[src/rtl/pc_gen.sv]
// pc_gen -- program counter generator for the instruction fetch front end.
//
// Presents one fetch request at a time (fetch_valid/fetch_pc) and advances
// by one instruction on every fetch handshake. Traps and branch redirects
// replace the PC with a latency of one cycle; halt_req parks the generator
// after the outstanding request is accepted.
//
// Parameters
//   XLEN          PC / address width (32 or 64)
//   RESET_VECTOR  first fetch address after reset
//   ALIGN_BITS    number of PC LSBs that must be zero
//
// Ports
//   clk, rst_n                  clock, synchronous active-low reset
//   fetch_ready                 fetch port accepts the current request
//   fetch_valid, fetch_pc       current fetch request
//   redirect_valid, redirect_pc branch/jump redirect (one-cycle pulse)
//   trap_valid, trap_pc         exception/interrupt redirect (one-cycle pulse)
//   halt_req                    level request to stop sequential fetch
//   halted                      generator is parked in HALT
//   misalign_err                one-cycle pulse on a misaligned target
//
// Build option
//   PC_GEN_MISALIGN_TRAP_EN  defined: misaligned targets are dropped and
//                            flagged on misalign_err. Undefined: target LSBs
//                            are cleared and misalign_err is tied to 0.
module pc_gen #(
  parameter int              XLEN         = 32,
  parameter logic [XLEN-1:0] RESET_VECTOR = '0,
  parameter int              ALIGN_BITS   = 2
) (
  input  logic            clk,
  input  logic            rst_n,
  input  logic            fetch_ready,
  output logic            fetch_valid,
  output logic [XLEN-1:0] fetch_pc,
  input  logic            redirect_valid,
  input  logic [XLEN-1:0] redirect_pc,
  input  logic            trap_valid,
  input  logic [XLEN-1:0] trap_pc,
  input  logic            halt_req,
  output logic            halted,
  output logic            misalign_err
);

  typedef enum logic [1:0] {S_BOOT, S_RUN, S_HALT} state_t;

  localparam logic [XLEN-1:0] INC  = {{(XLEN-1){1'b0}}, 1'b1} << ALIGN_BITS;
  localparam logic [XLEN-1:0] MASK = INC - 1'b1;

  state_t          r_state;
  logic [XLEN-1:0] r_pc;
  logic            r_valid;
  logic            r_halted;

  logic            w_hs;
  logic            w_active;
  logic            w_trap_bad;
  logic            w_redir_bad;
  logic [XLEN-1:0] w_trap_tgt;
  logic [XLEN-1:0] w_redir_tgt;
  logic            w_take_trap;
  logic            w_take_redir;

  assign w_hs     = r_valid & fetch_ready;
  // Traps are honoured in RUN and HALT; redirects only in RUN.
  assign w_active = (r_state == S_RUN) || (r_state == S_HALT);

`ifdef PC_GEN_MISALIGN_TRAP_EN
  assign w_trap_bad  = |(trap_pc & MASK);
  assign w_redir_bad = |(redirect_pc & MASK);
  assign w_trap_tgt  = trap_pc;
  assign w_redir_tgt = redirect_pc;
`else
  assign w_trap_bad  = 1'b0;
  assign w_redir_bad = 1'b0;
  assign w_trap_tgt  = trap_pc & ~MASK;
  assign w_redir_tgt = redirect_pc & ~MASK;
`endif

  // A trap in the same cycle always discards the redirect, even when the
  // trap itself is dropped for misalignment.
  assign w_take_trap  = trap_valid & w_active & ~w_trap_bad;
  assign w_take_redir = redirect_valid & ~trap_valid & (r_state == S_RUN) & ~w_redir_bad;

  always_ff @(posedge clk) begin
    if (!rst_n) begin
      r_state  <= S_BOOT;
      r_pc     <= RESET_VECTOR;
      r_valid  <= 1'b0;
      r_halted <= 1'b0;
    end else begin
      case (r_state)
        S_BOOT: begin
          r_state <= S_RUN;
          r_pc    <= RESET_VECTOR;
          r_valid <= 1'b1;
        end
        S_RUN, S_HALT: begin
          if (w_take_trap) begin
            r_state  <= S_RUN;
            r_pc     <= w_trap_tgt;
            r_valid  <= 1'b1;
            r_halted <= 1'b0;
          end else if (w_take_redir) begin
            r_pc    <= w_redir_tgt;
            r_valid <= 1'b1;
          end else if (r_state == S_RUN) begin
            if (w_hs) r_pc <= r_pc + INC;
            // Park only once the outstanding request has been accepted.
            if (halt_req && (w_hs || !r_valid)) begin
              r_state  <= S_HALT;
              r_valid  <= 1'b0;
              r_halted <= 1'b1;
            end
          end else if (!halt_req) begin
            r_state  <= S_RUN;
            r_valid  <= 1'b1;
            r_halted <= 1'b0;
          end
        end
        default: begin
          r_state  <= S_BOOT;
          r_pc     <= RESET_VECTOR;
          r_valid  <= 1'b0;
          r_halted <= 1'b0;
        end
      endcase
    end
  end

`ifdef PC_GEN_MISALIGN_TRAP_EN
  logic r_misalign;
  always_ff @(posedge clk) begin
    if (!rst_n) r_misalign <= 1'b0;
    else        r_misalign <= w_active & ((trap_valid & w_trap_bad) |
                              (redirect_valid & ~trap_valid & (r_state == S_RUN) & w_redir_bad));
  end
  assign misalign_err = r_misalign;
`else
  assign misalign_err = 1'b0;
`endif

  assign fetch_valid = r_valid;
  assign fetch_pc    = r_pc;
  assign halted      = r_halted;

endmodule

[config.mk]
export PLATFORM = sky130hd
export DESIGN_NAME = pc_gen
export DESIGN_NICKNAME = d
export VERILOG_FILES = /design/src/rtl/pc_gen.sv
export SDC_FILE = /design/constraint.sdc
export NUM_CORES = 1
export LEC_CHECK = 0
export BUFFER_PORTS_ARGS = -buffer_cell sky130_fd_sc_hd__buf_2
export CAP_MARGIN = 20
export CORE_MARGIN = 3
export CORE_UTILIZATION = 40
export CTS_CLUSTER_SIZE = 20
export DETAILED_ROUTE_END_ITERATION = 7
export PLACE_DENSITY_LB_ADDON = 0.12
export SLEW_MARGIN = 20
export SYNTH_ARGS = -nofsm -noshare
export SYNTH_HDL_FRONTEND = slang
export SYNTH_SLANG_ARGS = --single-unit
[constraint.sdc]
create_clock -name clk -period 2.2 [get_ports clk]
set_input_delay 0.22 -clock clk [delete_from_list [all_inputs] [get_ports clk]]
set_output_delay 0.22 -clock clk [all_outputs]
set_load 0.005 [all_outputs]
==> flow_summary.json, run 1 <==
{
  "fmax_ghz": 0.471,
  "worstPathRequired_ns": 2.37,
  "min_period_ns": 2.12,
  "yosys_warnings": 0,
  "min_period_over_period_pct": 96.5,
  "crit_type": "reg2reg",
  "cts_tree": "done",
  "synth.distinct_cells": 50,
  "wl_per_cell_um": 16.3,
  "core_sq_um": 5710,
  "area_growth_syn_to_layout_pct": 34.3,
  "drc": 0,
  "ir_drop_mv": 0.312,
  "routed_wl_um": 8210,
  "stdcell_count": 503,
  "n_fill_cell": 547,
  "setup_tns_ns": 0,
  "crit_fanout": 15,
  "initial_utilization_pct": 42.7,
  "endpoint_kind": "flop",
  "clkTransAtPathRegs_ns": 0.07,
  "dominantRegCellSynth": "dfxtp_1",
  "grt_setup_unrepaired": "no",
  "hold_path.class": "in2reg",
  "grt_start_max_net_pins": 18,
  "cts-htree-levels": 2,
  "grt_overflow": 0,
  "placed_cells": 495,
  "nets": 506,
  "vias": 2900,
  "pin_count": 105,
  "insertedDiodeCount": 0,
  "clock_latency_ns": 0.28,
  "clockBufferDepth": 2,
  "place_congestion": 0.904,
  "final.setup.worst_slack_ns": 0.0763,
  "track_usage_pct": 23.1,
  "cts_root_buf": "clkbuf_8",
  "clock-sinks": 34,
  "power_w": 0.00218,
  "postSynthCellCount": 317,
  "grt_pass1_wl_um": 13500,
  "die_h_um": 84.0,
  "ys_seq_elements": 34,
  "syn_area_sq_um": 2440,
  "vias_per_cell": 5.77,
  "hpwlAfterDp_um": 6200,
  "io_buffers": 97,
  "antenna_left": 0,
  "setup_viol": 0,
  "ys_seq_area_share_pct": 27.9,
  "drive_gt1_share_pct": 35.5,
  "hold_violations": 0,
  "final-max-slew-violation-count": 0,
  "numCtsBuffers": 5,
  "antenna_found_initial": 0,
  "async_flop_share_pct": 0,
  "critical_path_arrival_ns": 2.29,
  "die_w_um": 84.0,
  "post-route-util_pct": 57.3,
  "dr.pass1.iters": 5,
  "synth_edf_count": 0,
  "synth_area_per_cell_sq_um": 7.68,
  "cp-start-kind": "flop",
  "drv_cap": 0,
  "preCtsSetupSlack_ns": 0.104,
  "power.leakage_nw": 1.36,
  "finClkSkew_ns": 0.00467,
  "first_global_vias": 2831,
  "drt_iter0_markers": 175,
  "dieArea_sq_um": 7060,
  "p_per_area_nw_per_um2": 667,
  "status": "completed",
  "placementRows": 27
}
-- through the flow --
| stage | hold WS [ns] | cell area [sq um] |
|---|---|---|
| global placement | 0.490 | 3160 |
| finish | 0.217 | 3270 |
| CTS | 0.214 | 3250 |
| detailed placement | 0.493 | 3160 |
| global route | 0.226 | 3270 |
| floorplan | 0.348 | 2440 |
-- power by group --
group	switching, W	total, W	internal (W)
clock network	0.000240	0.000493	0.000253
registers	0.0000681	0.000755	0.000687
logic	0.000527	0.000934	0.000407
-- cell type report --
class	instances	area (sq um)	share of cell area (%)
Multi-Input combinational cell	248	1620	49.6
Timing Repair Buffer	133	756	23.1
Sequential cell	34	681	20.8
Tap cell	72	90.1	2.75
Clock buffer	7	86.3	2.64
Inverter	8	30.0	0.918
Clock inverter	1	5.00	0.153
-- cells by family after synthesis --
family	synth area share, %
flip-flops	27.9
other	0.154
adder cells (fa/ha/maj)	3.08
AO/OA/AOI/OAI	29.7
buffers and inverters	6.42
XOR/XNOR	4.31
multiplexers	1.64
AND/OR/NAND/NOR	26.8
-- critical path, cell delays in order, from the launching register on --
cell and delay (ns):
dfxtp_1 0.36, inv_1 0.10, ha_2 0.40, nand2_1 0.08
buf_4 0.19, and4_1 0.19, buf_4 0.19, o21a_1 0.12
o31ai_1 0.26, a21oi_1 0.11
-- layout by cell type (no fill, tap or decap), types with 6 or more instances in the layout --
cell,n
nand3_1,14
o31ai_1,7
nor4_1,8
buf_4,36
o221ai_1,7
a22oi_1,12
xnor2_1,10
nand4_1,11
inv_1,8
a21oi_1,17
o21ai_0,13
nand2_1,21
a31oi_1,6
nor3_1,10
o32ai_1,6
buf_2,97
dfxtp_1,34
a211oi_1,6
clkbuf_8,6
nor2_1,25
-- path summary, 6_finish.rpt --
| kind | slack [ns] | startpoint | to | cells after the start |
|---|---|---|---|---|
| setup / recovery | 0.08 | r_state[1] | fetch_pc[17] | 9 |
| hold / removal | 0.22 | redirect_pc[5] | fetch_pc[5] | 3 |
| setup reg to reg | 0.08 | r_state[1] | fetch_pc[17] | 9 |
| hold reg to reg | 0.51 | fetch_pc[30] | fetch_pc[30] | 1 |
-- timing repair --
item	4_1_cts	5_1_grt
buffers inserted	0	0
resized for setup	0	4
endpoints found under the setup margin	0	7
hold buffers	0	0
-- cells in the mapped netlist, drive strengths merged (5+ instances only) --
cell type | instances | area [sq um]
nand3 | 16 | 85.1
o22ai | 5 | 31.3
nor3 | 10 | 50.1
nand2b | 5 | 31.3
a31oi | 6 | 37.5
dfxtp | 34 | 681
o21ai | 13 | 65.1
ha | 6 | 75.1
a22oi | 12 | 90.1
nor4 | 8 | 50.1
buf | 7 | 43.8
inv | 8 | 30.0
and4 | 6 | 55.1
a211oi | 6 | 45.0
nand4 | 11 | 68.8
clkbuf | 22 | 82.6
o31ai | 7 | 52.6
a222oi | 5 | 50.1
nor2 | 25 | 93.8
o221ai | 7 | 61.3
xnor2 | 10 | 87.6
a21oi | 17 | 85.1
o32ai | 6 | 52.6
nand2 | 21 | 78.8
-- routing by layer --
| metal | GRT usage (%) | wire length (um) | vias to the layer above | share of wire (%) |
|---|---|---|---|---|
| met5 | 0 | 0 | - | 0 |
| met4 | 5.26 | 52 | 0 | 0.63 |
| met3 | 3.75 | 588 | 4 | 7.2 |
| met2 | 39.1 | 3930 | 115 | 48 |
| met1 | 30.5 | 3640 | 1335 | 44 |
| li1 | - | - | 1446 | - |
-- registers in the layout, summed over array words and instances, names as in the netlist --
name / cells
fetch_pc: 30
r_state: 2
halted: 1
fetch_valid: 1
No activity file was read; power rests on OpenSTA's default activity.
==> run 2, diff against run 1 <==
- MAX_ROUTING_LAYER: not set -> met4
- SLEW_MARGIN: 20 -> not set
- clock period: 2.2 -> 2.52 ns (I/O delays scaled with it)
==> run 2 against run 1 <==
Clock skew is essentially flat. Clock power fell by 11%. Non-clock buffer count decreased by 12. Final cell count is 2.4% lower. Die area unchanged. Sequential cell count stayed put. Global-route usage grew 0.23 points. Sequential share of layout area increased by 0.70 points. Combinational power shrank 18%. Power down 14%. Sequential power down 11%. Via count shrank 0.31%. Largest cell class unchanged.
==> flow_summary.json, run 2 (synthesis gave the netlist of run 1 again) <==
{
  "clkTransAtPathRegs_ns": 0.08,
  "post-route-util_pct": 55.4,
  "preCtsSetupSlack_ns": 0.240,
  "critPathMaxStageDelay_ns": 0.41,
  "die_h_um": 84.0,
  "clkPwrFrac_pct": 23.3,
  "place_congestion": 0.915,
  "grt_start_max_net_pins": 20,
  "cts_tree": "done",
  "io_buffers": 97,
  "hpwlAfterDp_um": 6040,
  "cts_resized": 0,
  "cts_setup_buffers": 0,
  "core_sq_um": 5710,
  "cts-htree-levels": 2,
  "hold_violations": 0,
  "path_delay_family": "simple AND/OR/NAND/NOR gates",
  "hold_buffers": 0,
  "area_growth_syn_to_layout_pct": 29.9,
  "routed_wl_um": 8160,
  "placementRows": 27,
  "multi_input_area_sq_um": 1610,
  "path_cells": "inv_1 -> ha_1 -> nand2_1 -> nand4_1 -> buf_4 -> nor4_1 -> buf_4 -> a311oi_1",
  "drt_iter0_markers": 192,
  "setup_viol": 0,
  "stdcell_count": 491,
  "min_period_over_period_pct": 90.9,
  "clock-sinks": 34,
  "cell_internal_pwr_w": 0.00115,
  "crit_type": "reg2reg",
  "dr.pass1.iters": 5,
  "final_cell_mix": "97 x buf_2, 34 x dfxtp_1, 25 x nor2_1",
  "ir_drop_mv": 0.287,
  "power.leakage_nw": 1.30,
  "antenna_left": 0,
  "grt_setup_unrepaired": "no",
  "drive_gt1_share_pct": 32.7,
  "crit_fanout": 10,
  "power.switching_w": 0.000734,
  "power_w": 0.00188,
  "placed_cells": 483,
  "worstPathRequired_ns": 2.70,
  "antenna_found_initial": 0,
  "clock_latency_ns": 0.30,
  "regArea_sq_um": 681,
  "track_usage_pct": 23.3,
  "crit_buf_inv": 3,
  "vias_per_cell": 5.89,
  "fmax_ghz": 0.437,
  "dieArea_sq_um": 7060,
  "wl_per_cell_um": 16.6,
  "min_period_ns": 2.29,
  "hold_path.class": "in2reg",
  "final.setup.worst_slack_ns": 0.229,
  "status": "completed",
  "drv_cap": 0,
  "nets": 494,
  "switching_share_pct": 39.0,
  "endpoint_kind": "flop",
  "finClkSkew_ns": 0.00499,
  "insertedDiodeCount": 0,
  "largest_reg_flops": 30,
  "final-max-slew-violation-count": 0,
  "p_per_area_nw_per_um2": 594,
  "grt_overflow": 0,
  "final_common_cell": "buf_2",
  "power_frac_seq_pct": 35.9,
  "initial_utilization_pct": 42.7,
  "pin_count": 105,
  "drc": 0,
  "critPathSlowestCell": "dfxtp_1",
  "clockBufferDepth": 2,
  "vias": 2891,
  "first_global_vias": 2681,
  "n_fill_cell": 569,
  "numCtsBuffers": 5,
  "die_w_um": 84.0,
  "critical_path_arrival_ns": 2.47,
  "cp-start-kind": "flop",
  "cp_common_cell": "buf_4",
  "cts_root_buf": "clkbuf_8",
  "pwr-share-comb_pct": 40.8,
  "grt_pass1_wl_um": 13200,
  "setup_tns_ns": 0
}
==> run 2: changes by cell type in the layout (fill, tap and decap cells not counted) <==
cell,delta
a311oi_2,-1
ha_1,+1
a311oi_1,+1
and2_4,-1
nand3_2,-1
and2_1,+1
ha_2,-1
nand3_1,+1
buf_4,-12
==> run 2: path summary, 6_finish.rpt <==
| path | from | endpoint | slack (ns) | depth (start not counted) |
|---|---|---|---|---|
| min reg2reg | fetch_pc[3] | fetch_pc[3] | 0.52 | 2 |
| max | r_state[0] | fetch_pc[30] | 0.23 | 8 |
| min | redirect_pc[17] | fetch_pc[17] | 0.24 | 3 |
| max reg2reg | r_state[0] | fetch_pc[30] | 0.23 | 8 |
==> run 2: power by group through the flow <==
stage / clock [W] / combinational [W] / sequential [W]
2_1_floorplan: 0 / 0.000469 / 0.000678
3_3_place_gp: 0 / 0.000754 / 0.000683
3_5_place_dp: 0 / 0.000766 / 0.000684
4_1_cts: 0.000447 / 0.000770 / 0.000673
5_1_grt: 0.000460 / 0.000852 / 0.000687
6_report: 0.000438 / 0.000767 / 0.000675
==> run 2: final cells by class <==
cell class	instances	area share [%]
inverters	8	0.949
well taps	72	2.85
clock buffers	7	2.73
flip-flops and latches	34	21.5
clock inverters	1	0.158
repair buffers	121	21.0
multi-input cells	248	50.8
==> run 2: per-layer routing <==
layer  GRT usage (%)  up-vias  wire, um
met5               -        -         0
met4            5.70        0       110
met3            3.95       10       486
met2            37.6      112      3850
met1            30.2     1341      3710
li1                -     1428         -
==> run 2: worst reg2reg max path, delay by kind of cell (launching register included) <==
family                   cells  cell delay [ns]
AND/OR/NAND/NOR              3             0.82
flip-flops                   1             0.41
AO/OA/AOI/OAI                1             0.07
adder cells (fa/ha/maj)      1             0.38
buffers and inverters        3             0.48
==> run 2: metrics by stage <==
stage / hold WS [ns] / cell area [sq um]
6_report: 0.235 / 3160
2_1_floorplan: 0.380 / 2440
3_3_place_gp: 0.497 / 3070
3_5_place_dp: 0.508 / 3070
4_1_cts: 0.233 / 3160
5_1_grt: 0.254 / 3160
==> run 3, diff against run 2 <==
- CAP_MARGIN: 20 -> not set
- clock period: 2.52 -> 2.6 ns (I/O delays scaled with it)
==> run 3 against run 2 <==
Worst setup slack gained 0.12 ns. Wire length is 3.1% lower. Critical path depth fell by 1. Utilization rose by 0.066 points.
==> flow_summary.json, run 3 (synthesis gave the netlist of run 1 again) <==
{
  "hp-start": "redirect_pc[5]",
  "final_common_cell": "buf_2",
  "hold_path.class": "in2reg",
  "slew-limit-headroom_pct": 60.3,
  "grt_pass1_wl_um": 13000,
  "endpoint_kind": "flop",
  "routed_wl_um": 7900,
  "cp-start-kind": "flop",
  "critPathSlowestCell": "nor4_1",
  "drv_cap": 0,
  "n_fill_cell": 569,
  "dpl_cell_area_sq_um": 3060,
  "hold_buffers": 0,
  "cts_root_buf": "clkbuf_8",
  "regArea_sq_um": 681,
  "cts_setup_buffers": 0,
  "multi_input_area_sq_um": 1610,
  "min_period_over_period_pct": 86.6,
  "track_usage_pct": 22.6,
  "setup_tns_ns": 0,
  "final_cell_mix": "97 x buf_2, 34 x dfxtp_1, 25 x nor2_1",
  "largest_reg_flops": 30,
  "power.leakage_nw": 1.29,
  "first_global_vias": 2683,
  "fmax_ghz": 0.444,
  "die_h_um": 84.0,
  "min_period_ns": 2.25,
  "core_sq_um": 5710,
  "clkTransAtPathRegs_ns": 0.07,
  "area_growth_syn_to_layout_pct": 30.0,
  "critical_path_arrival_ns": 2.46,
  "whs_path_depth": 3,
  "grt_overflow": 0,
  "finClkSkew_ns": 0.00240,
  "cts_resized": 0,
  "initial_utilization_pct": 42.7,
  "path_cells": "inv_1 -> ha_1 -> nand2_1 -> nand4_1 -> nor4_1 -> a31oi_1 -> nor3_1",
  "reg2reg_setup_slack_ns": 0.35,
  "status": "completed",
  "grt_setup_unrepaired": "no",
  "r2r-start": "r_state[0]",
  "crit_type": "reg2reg",
  "crit_fanout": 7,
  "dieArea_sq_um": 7060,
  "final.setup.worst_slack_ns": 0.350,
  "antenna_found_initial": 0,
  "worstPathRequired_ns": 2.81,
  "critPathMaxStageDelay_ns": 0.58,
  "preCtsSetupSlack_ns": 0.404,
  "drt_iter0_markers": 154,
  "numCtsBuffers": 5,
  "p_per_area_nw_per_um2": 586,
  "cts-htree-levels": 2,
  "antenna_left": 0,
  "dr.pass1.iters": 4,
  "wl_per_cell_um": 16.2,
  "post-route-util_pct": 55.5,
  "clock_latency_ns": 0.29,
  "ir_drop_mv": 0.373,
  "clockBufferDepth": 2,
  "hpwlAfterDp_um": 5990,
  "io_buffers": 97,
  "die_w_um": 84.0,
  "cts_tree": "done",
  "r2r_end": "fetch_pc[26]",
  "hold_violations": 0,
  "vias": 2815,
  "r2r_cells": 7,
  "final-max-slew-violation-count": 0,
  "vias_per_cell": 5.76,
  "clock-sinks": 34,
  "grt_start_max_net_pins": 21,
  "pin_count": 105,
  "setup_viol": 0,
  "placementRows": 27,
  "drc": 0,
  "drive_gt1_share_pct": 32.6,
  "final_design_area_no_fill_sq_um": 3170,
  "insertedDiodeCount": 0,
  "nets": 492,
  "power_w": 0.00186,
  "hold_end": "fetch_pc[5]",
  "worst_pin_slew_ns": 0.590,
  "place_congestion": 0.900
}
==> run 3: cell type report <==
type	instances	share of cell area [%]
timing repair buffer	119	20.5
clock buffer	8	3.48
inverter	8	0.948
sequential	34	21.5
multi-input combinational	248	50.7
tap	72	2.84
==> run 3: power by group <==
part	internal, W	switching (W)	total, W	leakage (nW)
combinational	0.000314	0.000413	0.000726	0.959
sequential	0.000581	0.0000750	0.000657	0.276
clock	0.000268	0.000205	0.000473	0.0575
==> run 3: per-layer routing <==
metal / part of all wire [%] / routed length, um / up-vias / GRT usage (%)
li1: - / - / 1425 / -
met1: 44 / 3460 / 1276 / 28.6
met2: 48 / 3780 / 104 / 36.2
met3: 7.3 / 580 / 10 / 4.24
met4: 1.0 / 82 / 0 / 7.60
met5: 0 / 0 / - / -
==> run 3: how the worst max path moves through the flow <==
stage | slack [ns] | to | cells past startpoint | startpoint
2_1_floorplan | 0.43 | fetch_pc[11] | 8 | r_state[0]
3_3_place_gp | 0.43 | fetch_pc[26] | 7 | r_state[0]
3_5_place_dp | 0.40 | fetch_pc[29] | 7 | r_state[0]
4_1_cts | 0.37 | fetch_pc[29] | 7 | r_state[0]
5_1_grt | 0.18 | fetch_pc[9] | 6 | r_state[0]
6_report | 0.35 | fetch_pc[26] | 7 | r_state[0]
==> run 3: metrics by stage <==
step	cells	hold slack [ns]
2_1_floorplan	319	0.388
3_3_place_gp	481	0.494
3_5_place_dp	481	0.501
4_1_cts	489	0.247
5_1_grt	489	0.261
6_report	489	0.250
==> run 3: critical path: cells and delay by family (launching register included) <==
kind / cells / cell delay, ns
AO/OA/AOI/OAI: 1 / 0.16
adder cells (fa/ha/maj): 1 / 0.38
buffers and inverters: 1 / 0.09
flip-flops: 1 / 0.40
AND/OR/NAND/NOR: 4 / 1.15
